## src/rtl/wake_ctrl_pkg.sv

```systemverilog
// Shared types and constants for the wake controller and its timer.
package wake_ctrl_pkg;

    localparam int unsigned DATA_W    = 32;
    localparam int unsigned REG_IDX_W = 3;

    // Controller sequencing: awake, asleep and watching for wake, waking the core.
    typedef enum logic [1:0] {
        ST_IDLE  = 2'd0,
        ST_ARMED = 2'd1,
        ST_WAKE  = 2'd2
    } state_t;

    typedef logic [REG_IDX_W-1:0] reg_idx_t;

    // Register word indices, taken from PADDR[4:2].
    localparam reg_idx_t REG_MASK    = 3'd0;
    localparam reg_idx_t REG_PENDING = 3'd1;
    localparam reg_idx_t REG_LOAD    = 3'd2;
    localparam reg_idx_t REG_TCTRL   = 3'd3;
    localparam reg_idx_t REG_TVALUE  = 3'd4;

    // TCTRL field positions.
    localparam int unsigned TCTRL_EN_BIT     = 0;
    localparam int unsigned TCTRL_RELOAD_BIT = 1;

    // Timer control register; packing order matches the bit positions above.
    typedef struct packed {
        logic reload;
        logic en;
    } tctrl_t;

    // Zero-extended software view of TCTRL.
    function automatic logic [DATA_W-1:0] tctrl_word(input tctrl_t t);
        return DATA_W'(t);
    endfunction

endpackage

```

## src/rtl/wake_ctrl_if.sv

```systemverilog
// APB slave bus bundle for the wake controller.
interface wake_ctrl_if #(
    parameter int unsigned APB_ADDR_WIDTH = 12
) ();

    logic [APB_ADDR_WIDTH-1:0] PADDR;
    logic [31:0]               PWDATA;
    logic                      PWRITE;
    logic                      PSEL;
    logic                      PENABLE;
    logic [31:0]               PRDATA;
    logic                      PREADY;
    logic                      PSLVERR;

    modport master (
        output PADDR, PWDATA, PWRITE, PSEL, PENABLE,
        input  PRDATA, PREADY, PSLVERR
    );

    modport slave (
        input  PADDR, PWDATA, PWRITE, PSEL, PENABLE,
        output PRDATA, PREADY, PSLVERR
    );

endinterface

```

## src/rtl/wake_timer.sv

```systemverilog
// Sleep down-counter: loads on arming, counts while armed, flags expiry.
module wake_timer
    import wake_ctrl_pkg::*;
(
    input  logic              clk,
    input  logic              rst,
    input  logic [DATA_W-1:0] load_val,
    input  logic              arm,
    input  logic              run,
    input  logic              reload,
    output logic [DATA_W-1:0] value,
    output logic              expire_c,
    output logic              irq
);

    // High during the first armed cycle, so a zero load still expires once.
    logic first_q;

    // Expiry when the count is about to reach zero, or it started at zero.
    always_comb begin
        expire_c = 1'b0;
        if (run) begin
            expire_c = (value == DATA_W'(1)) || (first_q && (value == '0));
        end
    end

    // Count register with load, saturating decrement and optional reload.
    always_ff @(posedge clk) begin
        if (rst) begin
            value   <= '0;
            first_q <= 1'b0;
            irq     <= 1'b0;
        end else begin
            first_q <= arm;
            irq     <= expire_c;
            if (arm) begin
                value <= load_val;
            end else if (expire_c) begin
                value <= reload ? load_val : '0;
            end else if (run && (value != '0)) begin
                value <= value - DATA_W'(1);
            end
        end
    end

endmodule

```

## src/rtl/wake_ctrl.sv

```systemverilog
// Wake controller: APB registers, wake-source edge capture and sleep FSM.
module wake_ctrl
    import wake_ctrl_pkg::*;
#(
    parameter int unsigned APB_ADDR_WIDTH = 12,
    parameter int unsigned NUM_SRC        = 8
) (
    input  logic               HCLK,
    input  logic               HRESET,
    wake_ctrl_if.slave         apb,
    input  logic [NUM_SRC-1:0] wake_src_i,
    input  logic               sleeping_i,
    output logic               event_o,
    output logic               timer_irq_o
);

    // The timer owns the bit just above the external sources.
    localparam int unsigned PEND_W = NUM_SRC + 1;

    reg_idx_t           idx_c;
    logic               wr_c;
    logic               rd_c;
    logic               unused_addr;

    logic [PEND_W-1:0]  mask_q;
    logic [PEND_W-1:0]  pending_q;
    logic [PEND_W-1:0]  set_c;
    logic [PEND_W-1:0]  w1c_c;
    logic [NUM_SRC-1:0] src_q;
    logic [NUM_SRC-1:0] rise_c;
    logic [DATA_W-1:0]  load_q;
    tctrl_t             tctrl_q;
    logic [DATA_W-1:0]  tvalue;
    logic               expire_c;
    logic [DATA_W-1:0]  rd_data_c;

    state_t             state_q;
    state_t             state_next_c;
    logic               arm_c;
    logic               run_c;
    logic               event_next_c;
    logic               event_q;

    assign idx_c       = apb.PADDR[4:2];
    assign wr_c        = apb.PSEL & apb.PENABLE & apb.PWRITE;
    assign rd_c        = apb.PSEL & apb.PENABLE & ~apb.PWRITE;
    assign unused_addr = ^{apb.PADDR[APB_ADDR_WIDTH-1:5], apb.PADDR[1:0]};

    assign apb.PREADY  = 1'b1;
    assign apb.PSLVERR = 1'b0;
    assign apb.PRDATA  = rd_data_c;
    assign event_o     = event_q;

    // Pending set sources and software write-one-to-clear mask.
    always_comb begin
        rise_c = wake_src_i & ~src_q;
        set_c  = {expire_c, rise_c};
        w1c_c  = '0;
        if (wr_c && (idx_c == REG_PENDING)) begin
            w1c_c = apb.PWDATA[PEND_W-1:0];
        end
    end

    // Software registers, source sampling and pending bits (set beats clear).
    always_ff @(posedge HCLK) begin
        if (HRESET) begin
            mask_q    <= '0;
            pending_q <= '0;
            src_q     <= '0;
            load_q    <= '0;
            tctrl_q   <= '0;
        end else begin
            src_q     <= wake_src_i;
            pending_q <= (pending_q & ~w1c_c) | set_c;
            if (wr_c) begin
                case (idx_c)
                    REG_MASK:  mask_q <= apb.PWDATA[PEND_W-1:0];
                    REG_LOAD:  load_q <= apb.PWDATA;
                    REG_TCTRL: begin
                        tctrl_q.en     <= apb.PWDATA[TCTRL_EN_BIT];
                        tctrl_q.reload <= apb.PWDATA[TCTRL_RELOAD_BIT];
                    end
                    default:   ;
                endcase
            end
        end
    end

    // Read mux; the bus reads zero outside a read access phase.
    always_comb begin
        rd_data_c = '0;
        if (rd_c) begin
            case (idx_c)
                REG_MASK:    rd_data_c = DATA_W'(mask_q);
                REG_PENDING: rd_data_c = DATA_W'(pending_q);
                REG_LOAD:    rd_data_c = load_q;
                REG_TCTRL:   rd_data_c = tctrl_word(tctrl_q);
                REG_TVALUE:  rd_data_c = tvalue;
                default:     rd_data_c = '0;
            endcase
        end
    end

    // Sleep FSM state and registered wake event.
    always_ff @(posedge HCLK) begin
        if (HRESET) begin
            state_q <= ST_IDLE;
            event_q <= 1'b0;
        end else begin
            state_q <= state_next_c;
            event_q <= event_next_c;
        end
    end

    // Next-state, timer arm/run controls and event decode.
    always_comb begin
        state_next_c = state_q;
        arm_c        = 1'b0;
        run_c        = 1'b0;
        event_next_c = 1'b0;
        case (state_q)
            ST_IDLE: begin
                if (sleeping_i) begin
                    state_next_c = ST_ARMED;
                    arm_c        = tctrl_q.en;
                end
            end
            ST_ARMED: begin
                run_c = tctrl_q.en;
                if (|(pending_q & mask_q)) begin
                    state_next_c = ST_WAKE;
                end else if (!sleeping_i) begin
                    state_next_c = ST_IDLE;
                end
            end
            ST_WAKE: begin
                if (!sleeping_i) begin
                    state_next_c = ST_IDLE;
                end
            end
            default: state_next_c = ST_IDLE;
        endcase
        event_next_c = (state_next_c == ST_WAKE);
    end

    // Sleep timer.
    wake_timer u_timer (
        .clk      (HCLK),
        .rst      (HRESET),
        .load_val (load_q),
        .arm      (arm_c),
        .run      (run_c),
        .reload   (tctrl_q.reload),
        .value    (tvalue),
        .expire_c (expire_c),
        .irq      (timer_irq_o)
    );

endmodule

```

## src/flat_wrapper.sv

```systemverilog
// flat-port wrapper written by rule: the top's interface ports become plain ports
module wake_ctrl_flat import wake_ctrl_pkg::*;
#(
    parameter int unsigned APB_ADDR_WIDTH = 12,
    parameter int unsigned NUM_SRC        = 8
)
  (HCLK, HRESET, wake_src_i, sleeping_i, event_o, timer_irq_o, apb_PADDR, apb_PWDATA, apb_PWRITE, apb_PSEL, apb_PENABLE, apb_PRDATA, apb_PREADY, apb_PSLVERR);
  wake_ctrl_if #(.APB_ADDR_WIDTH(APB_ADDR_WIDTH)) apb_i ();
  input  logic HCLK;
  input  logic HRESET;
  input  logic [NUM_SRC-1:0] wake_src_i;
  input  logic sleeping_i;
  output logic event_o;
  output logic timer_irq_o;
  input wire logic [$bits(apb_i.PADDR)-1:0] apb_PADDR;
  input wire logic [$bits(apb_i.PWDATA)-1:0] apb_PWDATA;
  input wire logic [$bits(apb_i.PWRITE)-1:0] apb_PWRITE;
  input wire logic [$bits(apb_i.PSEL)-1:0] apb_PSEL;
  input wire logic [$bits(apb_i.PENABLE)-1:0] apb_PENABLE;
  output wire logic [$bits(apb_i.PRDATA)-1:0] apb_PRDATA;
  output wire logic [$bits(apb_i.PREADY)-1:0] apb_PREADY;
  output wire logic [$bits(apb_i.PSLVERR)-1:0] apb_PSLVERR;
  assign apb_i.PADDR = apb_PADDR;
  assign apb_i.PWDATA = apb_PWDATA;
  assign apb_i.PWRITE = apb_PWRITE;
  assign apb_i.PSEL = apb_PSEL;
  assign apb_i.PENABLE = apb_PENABLE;
  assign apb_PRDATA = apb_i.PRDATA;
  assign apb_PREADY = apb_i.PREADY;
  assign apb_PSLVERR = apb_i.PSLVERR;
  wake_ctrl #(.APB_ADDR_WIDTH(APB_ADDR_WIDTH), .NUM_SRC(NUM_SRC)) u_core (.HCLK(HCLK), .HRESET(HRESET), .apb(apb_i), .wake_src_i(wake_src_i), .sleeping_i(sleeping_i), .event_o(event_o), .timer_irq_o(timer_irq_o));
endmodule
```

## config.mk

```make
export PLATFORM = sky130hd
export DESIGN_NAME = wake_ctrl_flat
export DESIGN_NICKNAME = d
export VERILOG_FILES = /design/src/rtl/wake_ctrl_pkg.sv /design/src/rtl/wake_ctrl_if.sv /design/src/rtl/wake_timer.sv /design/src/rtl/wake_ctrl.sv /design/src/flat_wrapper.sv
export SDC_FILE = /design/constraint.sdc
export NUM_CORES = 1
export LEC_CHECK = 0
export ABC_AREA = 1
export CAP_MARGIN = 20
export CORE_MARGIN = 1.5
export CORE_UTILIZATION = 51
export DETAILED_ROUTE_END_ITERATION = 7
export PLACE_DENSITY = 0.8
export SETUP_SLACK_MARGIN = 0.02
export SLEW_MARGIN = 20
export SYNTH_ARGS = -nofsm -noshare
export SYNTH_HDL_FRONTEND = slang
export SYNTH_SLANG_ARGS = --single-unit
export TNS_END_PERCENT = 50
```

## constraint.sdc

```tcl
create_clock -name HCLK -period 5.5 [get_ports HCLK]
set_input_delay 1.65 -clock HCLK [delete_from_list [all_inputs] [get_ports HCLK]]
set_output_delay 1.65 -clock HCLK [all_outputs]
set_load 0.01 [all_outputs]
```

Yosys cells after proc, flatten, opt, wreduce, memory -nomap -nowiden
Cells that the tools add are included.
{"block": "totals", "regBits": 97, "in_bits": 58, "out_inout_bits": 36, "elab_cells": 58}
{"block": "classes", "n_addsub": 1, "eq_ne": 8, "muxes": 15, "bitwise_logic": 10, "n_reduce_logical": 13}
{"cell": "$mux 32", "n": 5}
{"cell": "$pmux 32 s5", "n": 1}
{"cell": "$eq 32x1->1 const B", "n": 1}
{"cell": "$logic_not 32->1", "n": 1}
{"cell": "$reduce_bool 32->1", "n": 1}
{"cell": "$sub 32x1->32 const B", "n": 1}
{"cell": "$and 9x9->9", "n": 2}
{"cell": "$mux 9", "n": 1}
{"cell": "$not 9->9", "n": 1}
{"cell": "$or 9x9->9", "n": 1}
{"cell": "$reduce_or 9->1", "n": 1}
{"cell": "$and 8x8->8", "n": 1}
{"cell": "$not 8->8", "n": 1}
{"cell": "$eq 3x2->1 const B", "n": 2}
{"cell": "$mux 2", "n": 3}
{"cell": "$pmux 2 s3", "n": 1}
{"cell": "$reduce_and 2->1", "n": 3}
{"cell": "$eq 2x2->1 const B", "n": 2}
{"cell": "$mux 1", "n": 4}
{"cell": "$and 1x1->1", "n": 3}
{"cell": "$eq 3x1->1 const B", "n": 1}
{"cell": "$eq 3x3->1 const B", "n": 1}
{"cell": "$logic_and 1x1->1", "n": 3}
{"cell": "$logic_not 3->1", "n": 1}
{"cell": "other kinds (5)", "n": 5}

Longest topological paths before layout
Gate-level depths: netlist of run 1.
{"block": "depth", "ltp_word": 7, "ltp_mapped": 13, "ltp_nobuf": 12}

Modules after synthesis
A second synthesis of run 1 with hierarchy kept.
{"block": "hier_totals", "hier_cells": 851, "hier_area_um2": 5436.5}
{"module": "wake_ctrl", "n_inst": 1, "cells_each": 461, "area_each_um2": 2931.6, "seq_area_each_um2": 1261.2}
{"module": "wake_timer", "n_inst": 1, "cells_each": 390, "area_each_um2": 2504.9, "seq_area_each_um2": 680.7}

Least setup slack after synthesis of run 1
Ideal clock, no wire load.
{"block": "synth_timing", "path_type": "input to output", "startpoint": "input apb_PADDR[3]", "endpoint": "output apb_PRDATA[21]", "arrival_ns": 2.695, "t_required_ns": 3.850, "slack_ns": 1.155, "cell_stages": 7, "path_buffers": 2, "cell_sequence": "nor2_1 > inv_1 > nor2_1 > buf_2 > buf_1 > nand2_1 > a21oi_1"}
{"block": "synth_via", "elab_chain_cells": 3, "elab_cells_between_ends": 7, "classes_between": "eq/ne (4); mux (2); reduce/logical (1)"}
{"item": "start: declaration", "line_no": "flat_wrapper.sv:15", "rtl": "input wire logic [$bits(apb_i.PADDR)-1:0] apb_PADDR;"}
{"item": "$eq 3x3->1 (tied with other cells)", "line_no": "wake_ctrl.sv:93", "rtl": "case (idx_c)"}
{"item": "$pmux 32 s5 (*)", "line_no": "wake_ctrl.sv:93"}
{"item": "$mux 32 (*)", "line_no": "wake_ctrl.sv:92", "rtl": "if (rd_c) begin"}
{"item": "end: declaration", "line_no": "flat_wrapper.sv:20", "rtl": "output wire logic [$bits(apb_i.PRDATA)-1:0] apb_PRDATA;"}
Every way passes the cells marked *; elsewhere a longest branch is shown, timed or not.

Worst setup path in the final report of run 1
{"block": "layout_timing", "startpoint": "input apb_PADDR[2]", "endpoint": "output apb_PRDATA[1]"}
Same word-level chain as after synthesis.

==> results.ini, run 1 <==
[yosys]
synthesis.nets=889
synth_seq_cells=97
synth_top_area_share=0.362
syn_avg_cell_area_um2=6.46
synth_cells=829
synth_edf_count=0
synth.top_cells.by_count=173 x nand2_1, 166 x nor2_1, 97 x dfxtp_1, 86 x a21oi_1, 76 x o21ai_0
ys.flop_type=dfxtp_1
yosysMostFrequentCell=nand2_1
async_flop_share=0
synth_area_leaders=dfxtp_1 36%, nand2_1 12%, nor2_1 12%
synth.distinct_cells=43
synth_area_leader_cell=dfxtp_1
ys_seq_area_frac=0.362
yosysWarningCount=0
syn_area_um2=5360

[routing]
dr_wl_met2_um=6500
dr_wl_met3_um=1010
via_per_inst=5.44
routedLengthMet1_um=6630
wl_um=14500
dr.first_iter.drc_count=466
highest_layer=met4
vias=5623
firstDrtPassIters=5
antenna_left=0
routedWlPerCell_um=14.0
drc=0

[run]
drv_cap=0

[floorplan]
die_area_um2=11100
num_rows=37
die_w_um=106
io_pins=94
core_area_um2=10300
start_util=0.521
die_h_um=106

[layout]
fin_nets=954
antenna_cells=0
drive_above_1_share=0.0624
multi_input_comb_area_um2=2990
seq_area_um2=1940
n_fill_cell=1015
area_growth_syn_to_layout_pct=20.2

[sta]
slew_headroom=0.385
setup_slack_ns=0.173
final.min_clock_period_ns=5.33
rsz0062_at_grt=false
finalSetupViolCount=0
final_max_slew_viol_count=0
fin_worst_skew_ns=0.00850
finalSetupTns_ns=0
finalHoldViolCount=0
fmax_mhz=188
period_share=0.969
tightest_slew_ns=0.919

[placed_design]
io_buffers=82
gp_congestion=0.950
pre_cts_slack_ns=0.173
hpwl_um=10000

[clock_tree]
path_clk_slew_ns=0.09
cts_buffers=9
root_buffer=clkbuf_8
cts_max_level=3
max-clock-path-buffers=2
clock-sinks=97
holdBufCountCts=0
cts_tree=yes
insertion_delay_ns=0.38

[pwr]
leakage_nw=2.80
irDropWorstVdd_v=0.000135
pwr-share-comb=0.132
p_switching_w=0.000381
p_sw_frac=0.272
pwr-share-seq=0.520
powerDensity_nw_per_um2=218
pwr-share-clk=0.348
p_int_w=0.00102

[grt]
grt_max_degree=74
grt_pass1_vias=4989
overflow=0
antenna_found_initial=0
grt.total_usage=0.269
grt_pass1_wl_um=24200

[min_path]
hold_end=u_core.pending_q[0]$_SDFF_PP0_
worstHoldStart=u_core.src_q[0]$_SDFF_PP0_
hp-class=flop to flop
min_path_cells=1

[setup_path]
crit_arrival_ns=3.68
endpoint_kind=output port
reg2reg_depth=9
rr_endpoint=u_core.u_timer.value[9]$_SDFFE_PP0P_
r2r-start=u_core.u_timer.value[0]$_SDFFE_PP0P_
crit_fanout=3
required_ns=3.85
critPathLaunchType=primary input
reg2reg_slack_ns=2.49
crit_type=primary input to output port

[status]
status=completed

flip-flops by register name (all words and copies together), names as in the netlist:
name / flops
u_core.event_o: 1
u_core.load_q: 32
u_core.u_timer.first_q: 1
u_core.state_q: 2
u_core.u_timer.value: 32
u_core.src_q: 8
u_core.pending_q: 9
u_core.u_timer.irq: 1
u_core.mask_q: 9
u_core.tctrl_q: 2
worst max path at each step:
stage / depth (start not counted) / start / slack [ns] / to
5_1_grt: 9 / apb_PADDR[2] / 0.03 / apb_PRDATA[8]
3_5_place_dp: 8 / apb_PADDR[4] / 0.17 / apb_PRDATA[1]
2_1_floorplan: 7 / apb_PADDR[3] / 1.15 / apb_PRDATA[21]
6_report: 9 / apb_PADDR[2] / 0.17 / apb_PRDATA[1]
3_3_place_gp: 8 / apb_PADDR[4] / 0.21 / apb_PRDATA[1]
4_1_cts: 8 / apb_PADDR[4] / 0.14 / apb_PRDATA[1]
area by class of cell:
type | instances | area share
multi-input cells | 632 | 0.465
clock buffers | 10 | 0.0214
flip-flops and latches | 97 | 0.301
clock inverters | 5 | 0.00991
repair buffers | 93 | 0.141
well taps | 136 | 0.0264
inverters | 61 | 0.0355
logic make-up after synthesis:
logic type | Yosys count | share of synthesized area
AND/OR/NAND/NOR | 415 | 0.329
AO/OA/AOI/OAI | 200 | 0.201
buffers and inverters | 100 | 0.0796
flip-flops | 97 | 0.362
XOR/XNOR | 13 | 0.0212
adder cells (fa/ha/maj) | 2 | 0.00467
other | 2 | 0.00140
power by group through the flow:
stage / logic, W / clock network (W) / registers [W]
finish: 0.000186 / 0.000487 / 0.000729
global route: 0.000209 / 0.000525 / 0.000730
CTS: 0.000185 / 0.000489 / 0.000728
detailed placement: 0.000184 / 0 / 0.000744
global placement: 0.000181 / 0 / 0.000744
floorplan: 0.000117 / 0 / 0.000741
worst max-delay path, stage by stage:
cell	delay [ns]
clkdlybuf4s50_1	0.49
nor2_1	0.18
inv_1	0.07
nor2_2	0.13
inv_1	0.10
o21ai_0	0.17
a221oi_1	0.08
a21oi_1	0.22
clkdlybuf4s50_1	0.58
layout by cell type, fill, tap and decap left out, types with 11 or more instances in the layout:
master	instances
nand2_1	173
nor2_1	165
dfxtp_1	97
a21oi_1	86
clkdlybuf4s50_1	81
o21ai_0	76
inv_1	57
nand3_1	35
o21ai_1	13
nand4_1	11
buf_4	11
routing by layer:
| layer | global-route usage | up-vias |
|---|---|---|
| met1 | 0.371 | 2527 |
| li1 | - | 2843 |
| met2 | 0.427 | 221 |
| met4 | 0.0878 | 0 |
| met3 | 0.0476 | 32 |
| met5 | 0 | - |
per-stage QoR:
step / util / instances / instance area (um2) / hold WS (ns) / total power (W)
3_3_place_gp: 0.607 / 1019 / 6240 / 0.412 / 0.000925
5_1_grt: 0.627 / 1034 / 6440 / 0.457 / 0.00146
4_1_cts: 0.626 / 1034 / 6440 / 0.432 / 0.00140
3_5_place_dp: 0.607 / 1019 / 6240 / 0.421 / 0.000928
6_report: 0.627 / 1034 / 6440 / 0.435 / 0.00140
2_1_floorplan: - / 829 / 5360 / 0.408 / 0.000858
repair_timing:
action | CTS | global route
gates resized for setup | 0 | 1
buffers inserted | 0 | 0
setup endpoints to repair | 0 | 1
No activity file was read; power rests on OpenSTA's default activity.
==> run 2, diff against run 1 <==
Settings changed: CTS_BUF_LIST set to sky130_fd_sc_hd__clkbuf_4 sky130_fd_sc_hd__clkbuf_8.
==> results of run 2 <==
Same layout as run 1: the final DEF is identical, and so are final timing and power.
==> run 3, diff against run 2 <==
--- a/constraint.sdc
+++ b/constraint.sdc
@@ -3,2 +3,2 @@
 set_output_delay 1.65 -clock HCLK [all_outputs]
-set_load 0.01 [all_outputs]
+set_load 0.05 [all_outputs]
==> run 3 against run 2 <==
Effect of this change: clock skew grew 0.0021 ns; maximum frequency increased by 4.3%; routed wire length up 2.4%; sequential share of layout area shrank 1.5 points; clock power decreased by 3%; critical path depth shrank 1; non-clock buffer count is the same; die area unchanged; register-to-register slack got worse by 0.14 ns; combinational power up 3%; worst setup slack better by 0.22 ns; critical endpoint unchanged; largest power group unchanged.
==> results.ini, run 3 (synthesis results as in run 1) <==
[min_path]
hp-class=flop to flop

[sta]
slew_headroom=0.356  ; -0.0292
fmax_mhz=196  ; +4.3%
period_share=0.929  ; -0.0395
tightest_slew_ns=0.962  ; +0.0437 ns
finalSetupTns_ns=0  ; unchanged
final.min_clock_period_ns=5.11  ; -0.217 ns
rsz0062_at_grt=false
fin_worst_skew_ns=0.0106  ; +0.00213 ns
finalHoldViolCount=0  ; unchanged
final_max_slew_viol_count=0  ; unchanged
finalSetupViolCount=0  ; unchanged

[layout]
drive_above_1_share=0.0990  ; +0.0366
reg_top3=u_core.load_q: 32 flops, u_core.u_timer.value: 32 flops
mostFrequentLayoutCells=173 x nand2_1, 165 x nor2_1, 97 x dfxtp_1
seq_area_um2=1940  ; unchanged
fin_nets=954  ; unchanged
antenna_cells=0  ; unchanged
stdcell_count=1035  ; +0.097%
n_fill_cell=930  ; -8.4%
multi_input_comb_area_um2=2990  ; unchanged
area_growth_syn_to_layout_pct=26.4
mostFrequentLayoutCell=nand2_1

[grt]
grt_pass1_vias=5118  ; +2.6%
grt_pass1_wl_um=24600  ; +1.5%
grt_max_degree=74  ; unchanged
overflow=0  ; unchanged
grt.total_usage=0.270  ; +0.00159
antenna_found_initial=0  ; unchanged

[clock_tree]
cts_tree=yes
holdBufCountCts=0  ; unchanged
insertion_delay_ns=0.38  ; about the same
cts_buffers=9  ; unchanged
post_cts_buffers=0  ; unchanged
clock-sinks=97  ; unchanged
ctsResizeCount=0  ; unchanged
path_clk_slew_ns=0.11  ; +0.02 ns
root_buffer=clkbuf_8
cts_max_level=3  ; unchanged
max-clock-path-buffers=2  ; unchanged

[placed_design]
gp_congestion=0.924  ; -2.8%
hpwl_um=10200  ; +1.9%
io_buffers=82  ; unchanged
place_inst=1018  ; -0.098%

[setup_path]
cp_num_buf_inv=4  ; unchanged
reg2reg_depth=9  ; unchanged
critPathCapture=apb_PRDATA[1]
crit_type=primary input to output port
crit_fanout=5  ; +2
rr_endpoint=u_core.u_timer.value[7]$_SDFFE_PP0P_
critPathLaunch=apb_PADDR[4]
critical-path-slowest-cell=clkdlybuf4s50_1
crit_arrival_ns=3.46  ; -0.22 ns
endpoint_kind=output port
crit_family=buffers and inverters
required_ns=3.85  ; about the same
r2r-start=u_core.u_timer.value[0]$_SDFFE_PP0P_
max_stage_delay_ns=0.61  ; +0.03 ns
critPathLaunchType=primary input
reg2reg_slack_ns=2.35  ; -0.14 ns
path_common_cell=inv_1
cp.depth=8  ; -1
path_cells=clkdlybuf4s50_1 -> inv_1 -> nor2_2 -> inv_1 -> o21ai_0 -> a221oi_1 -> a21oi_1 -> buf_12

[floorplan]
num_rows=37  ; unchanged
core_area_um2=10300  ; unchanged
die_w_um=106  ; unchanged
die_area_um2=11100  ; unchanged
die_h_um=106  ; unchanged
start_util=0.521  ; unchanged
io_pins=94  ; unchanged

[routing]
antenna_left=0  ; unchanged
drc=0  ; unchanged
vias=5649  ; +0.46%
via_per_inst=5.46  ; +0.37%
routedWlPerCell_um=14.4  ; +2.3%
wl_um=14900  ; +2.4%
dr.first_iter.drc_count=308  ; -34%
firstDrtPassIters=4  ; -1

[pwr]
leakage_nw=2.96  ; +5.4%
powerDensity_nw_per_um2=205  ; -5.6%
total_power_w=0.00139  ; -0.68%
irDropWorstVdd_v=0.000131  ; -2.9%

[status]
status=completed

[run]
drv_cap=0  ; unchanged

-- run 3: metal layers --
| layer | up-vias | wire length (um) | track usage |
|---|---|---|---|
| li1 | 2843 | - | - |
| met1 | 2573 | 6730 | 0.364 |
| met2 | 207 | 6850 | 0.445 |
| met3 | 26 | 1030 | 0.0445 |
| met4 | 0 | 254 | 0.0820 |
| met5 | - | 0 | 0 |
-- run 3: how the worst min path moves through the flow --
stage / from / endpoint / slack [ns] / cells past startpoint
final: u_core.src_q[0]$_SDFF_PP0_ / u_core.pending_q[0]$_SDFF_PP0_ / 0.45 / 1
after detailed placement: u_core.src_q[0]$_SDFF_PP0_ / u_core.pending_q[0]$_SDFF_PP0_ / 0.43 / 1
after global placement: u_core.src_q[0]$_SDFF_PP0_ / u_core.pending_q[0]$_SDFF_PP0_ / 0.41 / 1
after global routing: u_core.src_q[1]$_SDFF_PP0_ / u_core.pending_q[1]$_SDFF_PP0_ / 0.46 / 1
after CTS: u_core.src_q[0]$_SDFF_PP0_ / u_core.pending_q[0]$_SDFF_PP0_ / 0.45 / 1
after floorplan: u_core.src_q[0]$_SDFF_PP0_ / u_core.pending_q[0]$_SDFF_PP0_ / 0.41 / 1
-- run 3: stage by stage --
| stage | util | cell area, um2 | worst slack, ns | hold slack, ns |
|---|---|---|---|---|
| after floorplan | - | 5360 | 0.598 | 0.408 |
| after global placement | 0.637 | 6550 | 0.462 | 0.413 |
| after detailed placement | 0.637 | 6550 | 0.404 | 0.429 |
| after CTS | 0.656 | 6750 | 0.389 | 0.445 |
| after global routing | 0.659 | 6770 | 0.245 | 0.461 |
| final | 0.659 | 6770 | 0.390 | 0.445 |
-- run 3: cell type report --
| cell class | instances | share of cell area |
|---|---|---|
| timing repair buffer | 93 | 0.184 |
| multi-input combinational | 632 | 0.442 |
| clock buffer | 9 | 0.0183 |
| tap | 136 | 0.0251 |
| inverter | 61 | 0.0338 |
| sequential | 97 | 0.287 |
| clock inverter | 7 | 0.0107 |
-- run 3: where the power goes --
part | switching (W) | leakage, nW | internal (W)
Sequential | 0.0000120 | 0.787 | 0.000717
Clock | 0.000293 | 0.101 | 0.000178
Combinational | 0.000112 | 2.07 | 0.0000803
Total | 0.000417 | 2.96 | 0.000975
